## src/rtl/instr_encoder.sv

```systemverilog
// Instruction encoder: turns high-level commands into program-memory bytes.
// Single-byte ops (LOAD/MOV/ALU/NOP) are emitted one cycle after acceptance.
// JMP/JNZ expand into three bytes (x0 load, y0 load, jump). The first two
// bytes overwrite x0 and y0 as a side effect.
//
// state | meaning
// ------+---------------------------------------------------------------
// IDLE  | no expansion in progress; commands accepted, at most one byte out
// JX0   | presenting the x0 load byte (addr[3:0])
// JY0   | presenting the y0 load byte (addr[7:4])
// JOP   | presenting the final jump byte (addr[9:8], JMP/JNZ opcode)
module instr_encoder (
   input  logic       clk,
   input  logic       sync_reset,
   input  logic       cmd_valid,
   output logic       cmd_ready,
   input  logic [2:0] cmd_op,
   input  logic [2:0] cmd_dst,
   input  logic [2:0] cmd_src,
   input  logic [3:0] cmd_data,
   input  logic       cmd_x,
   input  logic       cmd_y,
   input  logic [2:0] cmd_fn,
   input  logic [9:0] cmd_addr,
   output logic [7:0] instr,
   output logic       instr_valid,
   input  logic       instr_ready,
   output logic [9:0] pm_addr,
   output logic       err,
   output logic       wrap
);

   typedef enum logic [1:0] {
      IDLE = 2'd0,
      JX0  = 2'd1,
      JY0  = 2'd2,
      JOP  = 2'd3
   } state_t;

   localparam logic [2:0] OP_LOAD = 3'd0;
   localparam logic [2:0] OP_MOV  = 3'd1;
   localparam logic [2:0] OP_ALU  = 3'd2;
   localparam logic [2:0] OP_JMP  = 3'd3;
   localparam logic [2:0] OP_JNZ  = 3'd4;
   localparam logic [2:0] OP_NOP  = 3'd5;

   state_t     r_state;
   logic [7:0] r_instr;
   logic       r_valid;
   logic [9:0] r_pm_addr;
   logic       r_err;
   logic       r_wrap;
   logic [5:0] r_addr_hi;
   logic       r_jnz;

   logic       w_accept;
   logic       w_consume;
   logic [7:0] w_byte;
   logic       w_jump;
   logic       w_illegal;

   // Ready only when idle and the output slot is free or being drained now
   assign cmd_ready = (r_state == IDLE) && (!r_valid || instr_ready) && !sync_reset;
   assign w_accept  = cmd_valid && cmd_ready;
   assign w_consume = r_valid && instr_ready;

   assign instr       = r_instr;
   assign instr_valid = r_valid;
   assign pm_addr     = r_pm_addr;
   assign err         = r_err;
   assign wrap        = r_wrap;

   // First byte of the incoming command; fields unused by the op are ignored
   always_comb begin
      w_byte    = 8'hC8;
      w_jump    = 1'b0;
      w_illegal = 1'b0;
      case (cmd_op)
         OP_LOAD: w_byte = {1'b0, cmd_dst, cmd_data};
         OP_MOV:  w_byte = {2'b10, cmd_dst, cmd_src};
         OP_ALU:  w_byte = {3'b110, cmd_x, cmd_y, cmd_fn};
         OP_JMP,
         OP_JNZ: begin
            w_jump = 1'b1;
            w_byte = {4'h0, cmd_addr[3:0]};
         end
         OP_NOP:  w_byte = 8'hC8;
         default: w_illegal = 1'b1;
      endcase
   end

   // Sequencer, output byte register, address counter and sticky flags
   always_ff @(posedge clk) begin
      if (sync_reset) begin
         r_state   <= IDLE;
         r_instr   <= 8'h00;
         r_valid   <= 1'b0;
         r_pm_addr <= 10'd0;
         r_err     <= 1'b0;
         r_wrap    <= 1'b0;
         r_addr_hi <= 6'd0;
         r_jnz     <= 1'b0;
      end else begin
         if (w_consume) begin
            r_pm_addr <= r_pm_addr + 10'd1;
            if (r_pm_addr == 10'd1023) begin
               r_wrap <= 1'b1;
            end
         end
         case (r_state)
            IDLE: begin
               if (w_accept) begin
                  if (w_illegal) begin
                     // slot was empty or is being drained this cycle
                     r_err   <= 1'b1;
                     r_valid <= 1'b0;
                  end else begin
                     r_instr <= w_byte;
                     r_valid <= 1'b1;
                     if (w_jump) begin
                        r_addr_hi <= cmd_addr[9:4];
                        r_jnz     <= (cmd_op == OP_JNZ);
                        r_state   <= JX0;
                     end
                  end
               end else if (w_consume) begin
                  r_valid <= 1'b0;
               end
            end
            JX0: begin
               if (w_consume) begin
                  r_instr <= {4'h2, r_addr_hi[3:0]};
                  r_state <= JY0;
               end
            end
            JY0: begin
               if (w_consume) begin
                  r_instr <= {(r_jnz ? 4'hF : 4'hE), 2'b00, r_addr_hi[5:4]};
                  r_state <= JOP;
               end
            end
            JOP: begin
               if (w_consume) begin
                  r_valid <= 1'b0;
                  r_state <= IDLE;
               end
            end
            default: r_state <= IDLE;
         endcase
      end
   end

endmodule

```

## config.mk

```make
export PLATFORM = sky130hd
export DESIGN_NAME = instr_encoder
export DESIGN_NICKNAME = d
export VERILOG_FILES = /design/src/rtl/instr_encoder.sv
export SDC_FILE = /design/constraint.sdc
export NUM_CORES = 1
export LEC_CHECK = 0
export CAP_MARGIN = 20
export CORE_UTILIZATION = 51
export CTS_CLUSTER_DIAMETER = 50
export CTS_CLUSTER_SIZE = 10
export DETAILED_ROUTE_END_ITERATION = 10
export PLACE_DENSITY = 0.85
export SLEW_MARGIN = 20
export SYNTH_ARGS = -nofsm -noshare
export SYNTH_HDL_FRONTEND = slang
export SYNTH_SLANG_ARGS = --single-unit
```

## constraint.sdc

```tcl
create_clock -name clk -period 2.7 [get_ports clk]
set_clock_uncertainty 0.2 [all_clocks]
set_input_delay 0.54 -clock clk [delete_from_list [all_inputs] [get_ports clk]]
set_output_delay 0.54 -clock clk [all_outputs]
set_load 0.05 [all_outputs]
```

==> flow_summary.yaml, run 1 <==
global_route:
  grtUsageTotal: 0.2428
  gr-total-overflow: 0
  grt_start_max_net_pins: 35
  antenna_found_initial: 0
  grt_pass1_wl_mm: 6.748
  grt_pass1_vias: 1448
pwr:
  combPwrFrac: 0.535
  peakVddDrop_mv: 0.4219
  pwr-share-clk: 0.159
  power_density_nw_per_um2: 740.2
  switching_share: 0.4373
  p_leak_nw: 0.9068
  power_mw: 1.810
  seqPwrFrac: 0.306
  intPower_mw: 1.018
  power_switching_mw: 0.7915
clocking:
  cts_hold_buf: 0
  cts_buffers: 5
  cts_tree: "yes"
  htreeDepth: 2
  clk_pin_slew_ns: 0.09
  insertion_delay_ns: 0.33
  cts_root_buf: "clkbuf_4"
  cts_buffer_depth: 2
  cts_resized: 0
  cts_setup_buffers: 0
  numClockSinks: 30
placed_design:
  dp_hpwl_mm: 3.183
  placed_area_um2: 2385
  gp_congestion: 0.8051
  io_buffers: 53
  pre_cts_ws_ns: 0.1982
  dpl.cell_count: 290
critical_path:
  end_kind: "output port"
  crit_path_start_kind: "flip-flop"
  worstPathRequired_ns: 1.96
  crit_type: "reg -> out"
  slowest_stage: "clkdlybuf4s50_1"
  slowest_delay_ns: 0.88
  crit_buf_inv: 1
  crit_chain: "clkdlybuf4s50_1"
  critPathTopFamily: "buffers and inverters"
  crit_fanout: 9
  cp.arrival_ns: 1.70
finish:
  area_growth_pct: 34.20
  nNetsFinal: 289
  drive_gt1_frac: 0.1429
  fin_area_um2: 2445
  final_cells: 298
  n_antenna_cell: 0
  finish.utilization: 0.7213
worst_hold_path:
  hp-class: "reg -> reg"
route:
  maxUsedRoutingLayer: "met4"
  wl_per_cell_um: 14.90
  ant_nets: 0
  drt_pass1_iterations: 4
  route.met2.wl_mm: 1.969
  first_iter_violations: 85
  drc_errors: 0
  wl_met3_um: 329
  vias: 1689
  wl_met1_mm: 2.104
  via_per_inst: 5.668
  finalWirelength_mm: 4.441
timing:
  hold_viol_final: 0
  setup_viol: 0
  whs_ns: 0.2778
  rsz0062_at_grt: "no"
  slew_headroom: 0.6192
  layout_min_cycle_time_ns: 2.438
  slew_violations: 0
  setup_ws_ns: 0.2622
  setup_tns_ns: 0
  max_freq_mhz: 410.2
  fin_crit_sh: 0.9029
  worstMarginPinSlew_ns: 0.5712
run_status:
  status: "finished, final reports clean"
floorplan:
  fp.dieH_um: 61.77
  coreArea_um2: 3390
  rows: 21
  start_util: 0.5375
  dieWidth_um: 61.77
  die_area_um2: 3815
  ios: 54
synthesis:
  yosysWarningCount: 0
  syn_inst: 198
  synth_fa_ha_area_frac: 0.04121
  ys_seq_area_frac: 0.3297
  yosys.area.top_type: "dfxtp_1"
  synth-simple-area-share: 0.1957
  synth_top_family_by_area: "compound AO/OA/AOI/OAI gates"
  synth.distinct_cells: 53
  synth_xor_area_frac: 0.03846
  yosysTopAreaCellShare: 0.3297
  syn_area_per_cell_um2: 9.201
  yosys-top-cells-area: "dfxtp_1 33%, mux2i_1 6.6%, nor2_1 4.5%"
  synth_most_common_cell: "dfxtp_1"
  synth_compound_area_frac: 0.2253
  synth_nets: 236
  synthMuxAreaShare: 0.1030
  synth_edf_count: 0
  ys_top_cells_by_count: "30 x dfxtp_1, 22 x nor2_1, 16 x a21oi_1, 12 x mux2i_1, 11 x inv_1"
  synth_seq_cells: 30
  netlist_area_um2: 1822
  ys.flop_type: "dfxtp_1"
  async_flop_share: 0
job:
  cap_violations: 0
-- power groups by stage --
| stage | clock [mW] | sequential [mW] | combinational (mW) |
|---|---|---|---|
| 2_1_floorplan | 0 | 0.735 | 0.524 |
| 3_3_place_gp | 0 | 0.561 | 0.947 |
| 3_5_place_dp | 0 | 0.564 | 0.960 |
| 4_1_cts | 0.288 | 0.554 | 0.965 |
| 5_1_grt | 0.310 | 0.563 | 1.03 |
| 6_report | 0.287 | 0.554 | 0.968 |
-- worst paths after layout --
kind,end,depth (start not counted),from,slack (ns)
max,instr_valid,1,instr_valid$_SDFFE_PP0P_,0.26
min,err$_SDFFE_PP0P_,2,err$_SDFFE_PP0P_,0.28
max reg2reg,r_state[0]$_SDFFE_PP0P_,7,r_state[0]$_SDFFE_PP0P_,0.68
min reg2reg,err$_SDFFE_PP0P_,2,err$_SDFFE_PP0P_,0.28
-- placed cells by master, fill, tap and decap left out, types with 3 or more instances in the layout --
cell type	n
dfxtp_1	30
nand2b_1	4
nand2_1	6
clkbuf_4	5
ha_1	6
mux2i_1	12
nor2_1	22
a21oi_1	16
nor3_1	5
a22oi_1	6
nand3_1	7
buf_4	6
a211oi_2	3
xor2_1	4
nand4_1	4
inv_1	11
xnor2_1	4
clkdlybuf4s50_1	52
o21ai_0	3
-- sequential cells by signal, summed over array words and instances (netlist names) --
signal	count
r_state	2
instr_valid	1
pm_addr	10
instr	8
r_jnz	1
err	1
r_addr_hi	6
wrap	1
-- final cells by class --
class	count	area [um2]
multi-input combinational	144	1100
fill	250	944.7
sequential	30	600.6
timing repair buffer	59	585.6
tap	46	57.56
clock buffer	7	55.05
inverter	11	41.29
clock inverter	1	5.005
-- routing by layer --
metal | vias to the layer above | track usage
li1 | 820 | -
met1 | 796 | 0.3402
met2 | 68 | 0.3702
met3 | 5 | 0.04762
met4 | 0 | 0.09206
met5 | - | 0
-- cell families (layout without fill, tap and decap cells) --
family                   after synthesis  count (layout)
XOR/XNOR                               8               8
multiplexers                          17              17
flip-flops                            30              30
buffers and inverters                 24              78
AND/OR/NAND/NOR                       65              65
AO/OA/AOI/OAI                         48              48
adder cells (fa/ha/maj)                6               6
No activity file was read; power rests on OpenSTA's default activity.
==> inputs of run 2 (changes only) <==
--- a/config.mk
+++ b/config.mk
@@ -5,12 +5,12 @@
 export SDC_FILE = /design/constraint.sdc
 export NUM_CORES = 1
 export LEC_CHECK = 0
-export CAP_MARGIN = 20
-export CORE_UTILIZATION = 51
+export CORE_UTILIZATION = 45
 export CTS_CLUSTER_DIAMETER = 50
 export CTS_CLUSTER_SIZE = 10
 export DETAILED_ROUTE_END_ITERATION = 10
-export PLACE_DENSITY = 0.85
+export MAX_ROUTING_LAYER = met4
+export PLACE_DENSITY = 0.77
 export SLEW_MARGIN = 20
 export SYNTH_ARGS = -nofsm -noshare
 export SYNTH_HDL_FRONTEND = slang
==> run 2 against run 1 <==
Compared with the run above: cell count increased by 1.0%; via count down 2.0%; maximum frequency grew 2.8%; global-route usage down 1.5 points; clock power rose by 53%; die area rose by 13%; combinational power is essentially flat; sequential share of layout area decreased by 0.59 points; register-to-register slack improved by 0.03 ns; sequential power is essentially flat; critical path depth unchanged; critical path type unchanged; sequential cell count is the same.
==> flow_summary.yaml, run 2 (synthesis gave the netlist of run 1 again) <==
run_status:
  status: "finished, final reports clean"
timing:
  slew_violations: 0
  max_freq_mhz: 421.6
  fin_crit_sh: 0.8785
  layout_min_cycle_time_ns: 2.372
  whs_ns: 0.2893
  setup_viol: 0
  setup_tns_ns: 0
  slew_headroom: 0.6071
  hold_viol_final: 0
  rsz0062_at_grt: "no"
  worstMarginPinSlew_ns: 0.5894
floorplan:
  coreArea_um2: 3771
  fp.dieH_um: 65.63
  dieWidth_um: 65.63
  ios: 54
  start_util: 0.4831
  rows: 22
  die_area_um2: 4307
route:
  vias: 1656
  wl_per_cell_um: 14.47
  first_iter_violations: 79
  drt_pass1_iterations: 4
  via_per_inst: 5.502
  finalWirelength_mm: 4.355
  ant_nets: 0
  drc_errors: 0
worst_hold_path:
  hold_depth: 2
  hold_start: "wrap$_SDFFE_PP0P_"
  hold-path-endpoint: "wrap$_SDFFE_PP0P_"
  hp-class: "reg -> reg"
clocking:
  clk_pin_slew_ns: 0.07
  htreeDepth: 2
  cts_setup_buffers: 0
  cts_root_buf: "clkbuf_8"
  insertion_delay_ns: 0.28
  cts_buffers: 5
  numClockSinks: 30
  cts_buffer_depth: 2
  cts_hold_buf: 0
  cts_resized: 0
  cts_tree: "yes"
critical_path:
  critPathLaunch: "instr_valid$_SDFFE_PP0P_"
  crit_path_start_kind: "flip-flop"
  worstPathRequired_ns: 1.96
  ff2ff_path_depth: 6
  cp.arrival_ns: 1.63
  r2r_slack_ns: 0.71
  crit_fanout: 9
  end_kind: "output port"
  slowest_stage: "clkdlybuf4s50_1"
  crit_buf_inv: 1
  slowest_delay_ns: 0.86
  crit_type: "reg -> out"
  critPathTopFamily: "buffers and inverters"
  crit_chain: "clkdlybuf4s50_1"
  r2r_start: "r_state[0]$_SDFFE_PP0P_"
  worstSetupPathDepth: 1
  r2r-end: "instr[2]$_SDFFE_PP0P_"
global_route:
  grt_pass1_wl_mm: 7.258
  grt_start_max_net_pins: 35
  grtUsageTotal: 0.2279
  antenna_found_initial: 0
  gr-total-overflow: 0
  grt_pass1_vias: 1547
placed_design:
  gp_congestion: 0.8132
  dp_hpwl_mm: 3.221
  io_buffers: 53
finish:
  drive_gt1_frac: 0.1462
  largest_reg_flops: 10
  layout_common_cells: "52 x clkdlybuf4s50_1, 30 x dfxtp_1, 22 x nor2_1"
  layout_commonest_cell: "clkdlybuf4s50_1"
  n_antenna_cell: 0
  area_growth_pct: 37.50
  nNetsFinal: 290
pwr:
  peakVddDrop_mv: 0.4458
  p_leak_nw: 0.9277
  power_density_nw_per_um2: 781.7
job:
  cap_violations: 0
-- run 2: changes by cell type in the layout (fill, tap and decap cells not counted), sizes merged --
cell,delta
buf,+1
clkbuf,-1
clkinvlp,+1
bufinv,+1
clkinv,-1
-- run 2: area by class of cell --
type                    count  area [um2]
fillers                   312        1266
multi-input cells         144        1100
flip-flops and latches     30       600.6
repair buffers             60       593.1
clock buffers               6       72.57
well taps                  48       60.06
inverters                  11       41.29
clock inverters             2       37.54
-- run 2: per-stage QoR --
step	utilization	setup WS, ns	area, um2	power [mW]	cells
floorplan	-	0.6279	1822	1.259	198
global placement	0.6350	0.2873	2395	1.514	293
detailed placement	0.6350	0.2499	2395	1.528	293
CTS	0.6642	0.3159	2505	1.971	301
global route	0.6642	0.2489	2505	2.060	301
finish	0.6642	0.3281	2505	1.958	301
-- run 2: power breakdown --
part	internal (mW)	total, mW	switching (mW)
clock network	0.275	0.440	0.165
logic	0.385	0.965	0.580
registers	0.509	0.553	0.0441
-- run 2: worst max-delay path by stage --
stage	endpoint
2_1_floorplan	cmd_ready
3_3_place_gp	r_state[0]$_SDFFE_PP0P_
3_5_place_dp	r_state[0]$_SDFFE_PP0P_
4_1_cts	instr_valid
5_1_grt	instr_valid
6_report	instr_valid
-- run 2: routing by layer --
layer | global-route usage | part of all wire | up-vias
li1 | - | - | 822
met1 | 0.2957 | 0.46 | 781
met2 | 0.3508 | 0.46 | 48
met3 | 0.05382 | 0.065 | 5
met4 | 0.06522 | 0.011 | 0
met5 | - | 0 | -
==> inputs of run 3 (changes only) <==
--- a/config.mk
+++ b/config.mk
@@ -5,6 +5,7 @@
 export SDC_FILE = /design/constraint.sdc
 export NUM_CORES = 1
 export LEC_CHECK = 0
+export CAP_MARGIN = 20
 export CORE_UTILIZATION = 45
 export CTS_CLUSTER_DIAMETER = 50
 export CTS_CLUSTER_SIZE = 10
==> constraint.sdc (replaced) <==
create_clock -name clk -period 2.7 [get_ports clk]
set_clock_uncertainty 0.2 [all_clocks]
set_input_delay 0.54 -clock clk [delete_from_list [all_inputs] [get_ports clk]]
set_output_delay 0.54 -clock clk [all_outputs]
set_load 0.01 [all_outputs]
==> run 3 against run 2 <==
Compared with the run above: global-route usage is 1.3 points lower; wire length fell by 4.3%; via count decreased by 2.1%; clock power decreased by 26%; critical endpoint is now cmd_ready; sequential cell count unchanged; cell count unchanged; non-clock buffer count grew 1; sequential share of layout area rose by 0.35 points.
==> flow_summary.yaml, run 3 (synthesis gave the netlist of run 1 again) <==
global_route:
  gr-total-overflow: 0
  antenna_found_initial: 0
  top_usage_layer: "met2"
  grtUsageTotal: 0.2145
  grt_pass1_vias: 1506
  grt_pass1_wl_mm: 6.844
  use_met2: 0.3163
  grt_start_max_net_pins: 35
  grtUsageMet1: 0.2780
  grt_util_met3: 0.06076
finish:
  fillCellCount: 325
  nNetsFinal: 291
  drive_gt1_frac: 0.1383
  final_cells: 301
  layout_commonest_cell: "clkdlybuf4s50_1"
  seqCellArea_um2: 600.6
  area_growth_pct: 35.51
  layout_common_cells: "53 x clkdlybuf4s50_1, 30 x dfxtp_1, 22 x nor2_1"
  multi_input_area_um2: 1100
  largest_reg_flops: 10
  n_antenna_cell: 0
floorplan:
  coreArea_um2: 3771
  die_area_um2: 4307
  fp.dieH_um: 65.63
  ios: 54
  rows: 22
  dieWidth_um: 65.63
  start_util: 0.4831
route:
  drt_pass1_iterations: 4
  ant_nets: 0
  drc_errors: 0
  finalWirelength_mm: 4.167
  vias: 1622
  wl_per_cell_um: 13.84
  first_iter_violations: 52
  via_per_inst: 5.389
clocking:
  cts_hold_buf: 0
  cts_setup_buffers: 0
  cts_root_buf: "clkbuf_8"
  cts_tree: "yes"
  cts_buffers: 5
  cts_buffer_depth: 2
  numClockSinks: 30
  htreeDepth: 2
  clk_pin_slew_ns: 0.05
  insertion_delay_ns: 0.28
  cts_resized: 0
placed_design:
  dpl.cell_count: 294
  pre_cts_ws_ns: 0.1252
  io_buffers: 53
  gp_congestion: 0.8049
  dp_hpwl_mm: 3.146
timing:
  setup_tns_ns: 0
  max_freq_mhz: 387.6
  layout_min_cycle_time_ns: 2.580
  slew_headroom: 0.6243
  worstMarginPinSlew_ns: 0.5636
  setup_ws_ns: 0.1199
  hold_viol_final: 0
  rsz0062_at_grt: "no"
  fin_crit_sh: 0.9556
  slew_violations: 0
  setup_viol: 0
critical_path:
  critPathLaunch: "sync_reset"
  crit_fanout: 2
  r2r_slack_ns: 0.70
  worstPathRequired_ns: 1.96
  crit_chain: "clkdlybuf4s50_1 -> nor2b_2 -> and2_1 -> clkdlybuf4s50_1"
  slowest_stage: "clkdlybuf4s50_1"
  end_kind: "output port"
  cpMostUsedCell: "clkdlybuf4s50_1"
  critPathTopFamily: "buffers and inverters"
  crit_type: "in -> out"
  crit_buf_inv: 2
  cp.arrival_ns: 1.84
  crit_path_start_kind: "primary input"
  r2r_start: "r_state[0]$_SDFFE_PP0P_"
  slowest_delay_ns: 0.55
job:
  cap_violations: 0
worst_hold_path:
  hp-class: "reg -> reg"
  hold_start: "err$_SDFFE_PP0P_"
pwr:
  power_density_nw_per_um2: 671.7
  peakVddDrop_mv: 0.5455
  p_leak_nw: 0.9135
  power_mw: 1.658
run_status:
  status: "finished, final reports clean"
run 3: cell count changes in the layout (fill, tap and decap cells not counted):
cell | previous run | this run
buf_12 | 1 | 0
clkinvlp_4 | 1 | 0
clkbuf_1 | 1 | 2
buf_4 | 7 | 8
clkdlybuf4s50_1 | 52 | 53
bufinv_16 | 1 | 0
run 3: final timing paths:
path / endpoint / cells after the start
worst min register to register: err$_SDFFE_PP0P_ / 2
worst min-delay path: err$_SDFFE_PP0P_ / 2
worst max-delay path: cmd_ready / 4
worst max register to register: r_state[0]$_SDFFE_PP0P_ / 7
run 3: per-stage QoR:
| step | hold WS (ns) | area [um2] | utilization |
|---|---|---|---|
| after floorplan | 0.2630 | 1822 | - |
| after global placement | 0.2522 | 2392 | 0.6344 |
| after detailed placement | 0.2715 | 2392 | 0.6344 |
| after CTS | 0.2848 | 2469 | 0.6546 |
| after global routing | 0.3173 | 2469 | 0.6546 |
| final | 0.2851 | 2469 | 0.6546 |
run 3: worst register-to-register path: stages, from the launching register on:
cell       delay (ns)
dfxtp_1          0.34
inv_1            0.12
ha_1             0.24
nor2b_2          0.18
buf_4            0.16
o2111ai_4        0.25
a21oi_4          0.26
mux2i_1          0.20
run 3: routing by layer:
metal | vias to the layer above | routed length, um | part of all wire
met5 | - | 0 | 0
met4 | 0 | 46 | 0.011
met3 | 6 | 243 | 0.058
li1 | 822 | - | -
met2 | 44 | 1854 | 0.44
met1 | 750 | 2022 | 0.49
run 3: cell type report:
type                    instances  share of cell area
repair buffers                 61              0.2392
multi-input cells             144              0.4455
clock buffers                   7             0.03092
well taps                      48             0.02433
flip-flops and latches         30              0.2433
inverters                      11             0.01673
run 3: power by group:
part           internal (mW)  switching [mW]
Sequential             0.509          0.0458
Clock                  0.177           0.147
Combinational          0.377           0.403
Total                   1.06           0.595
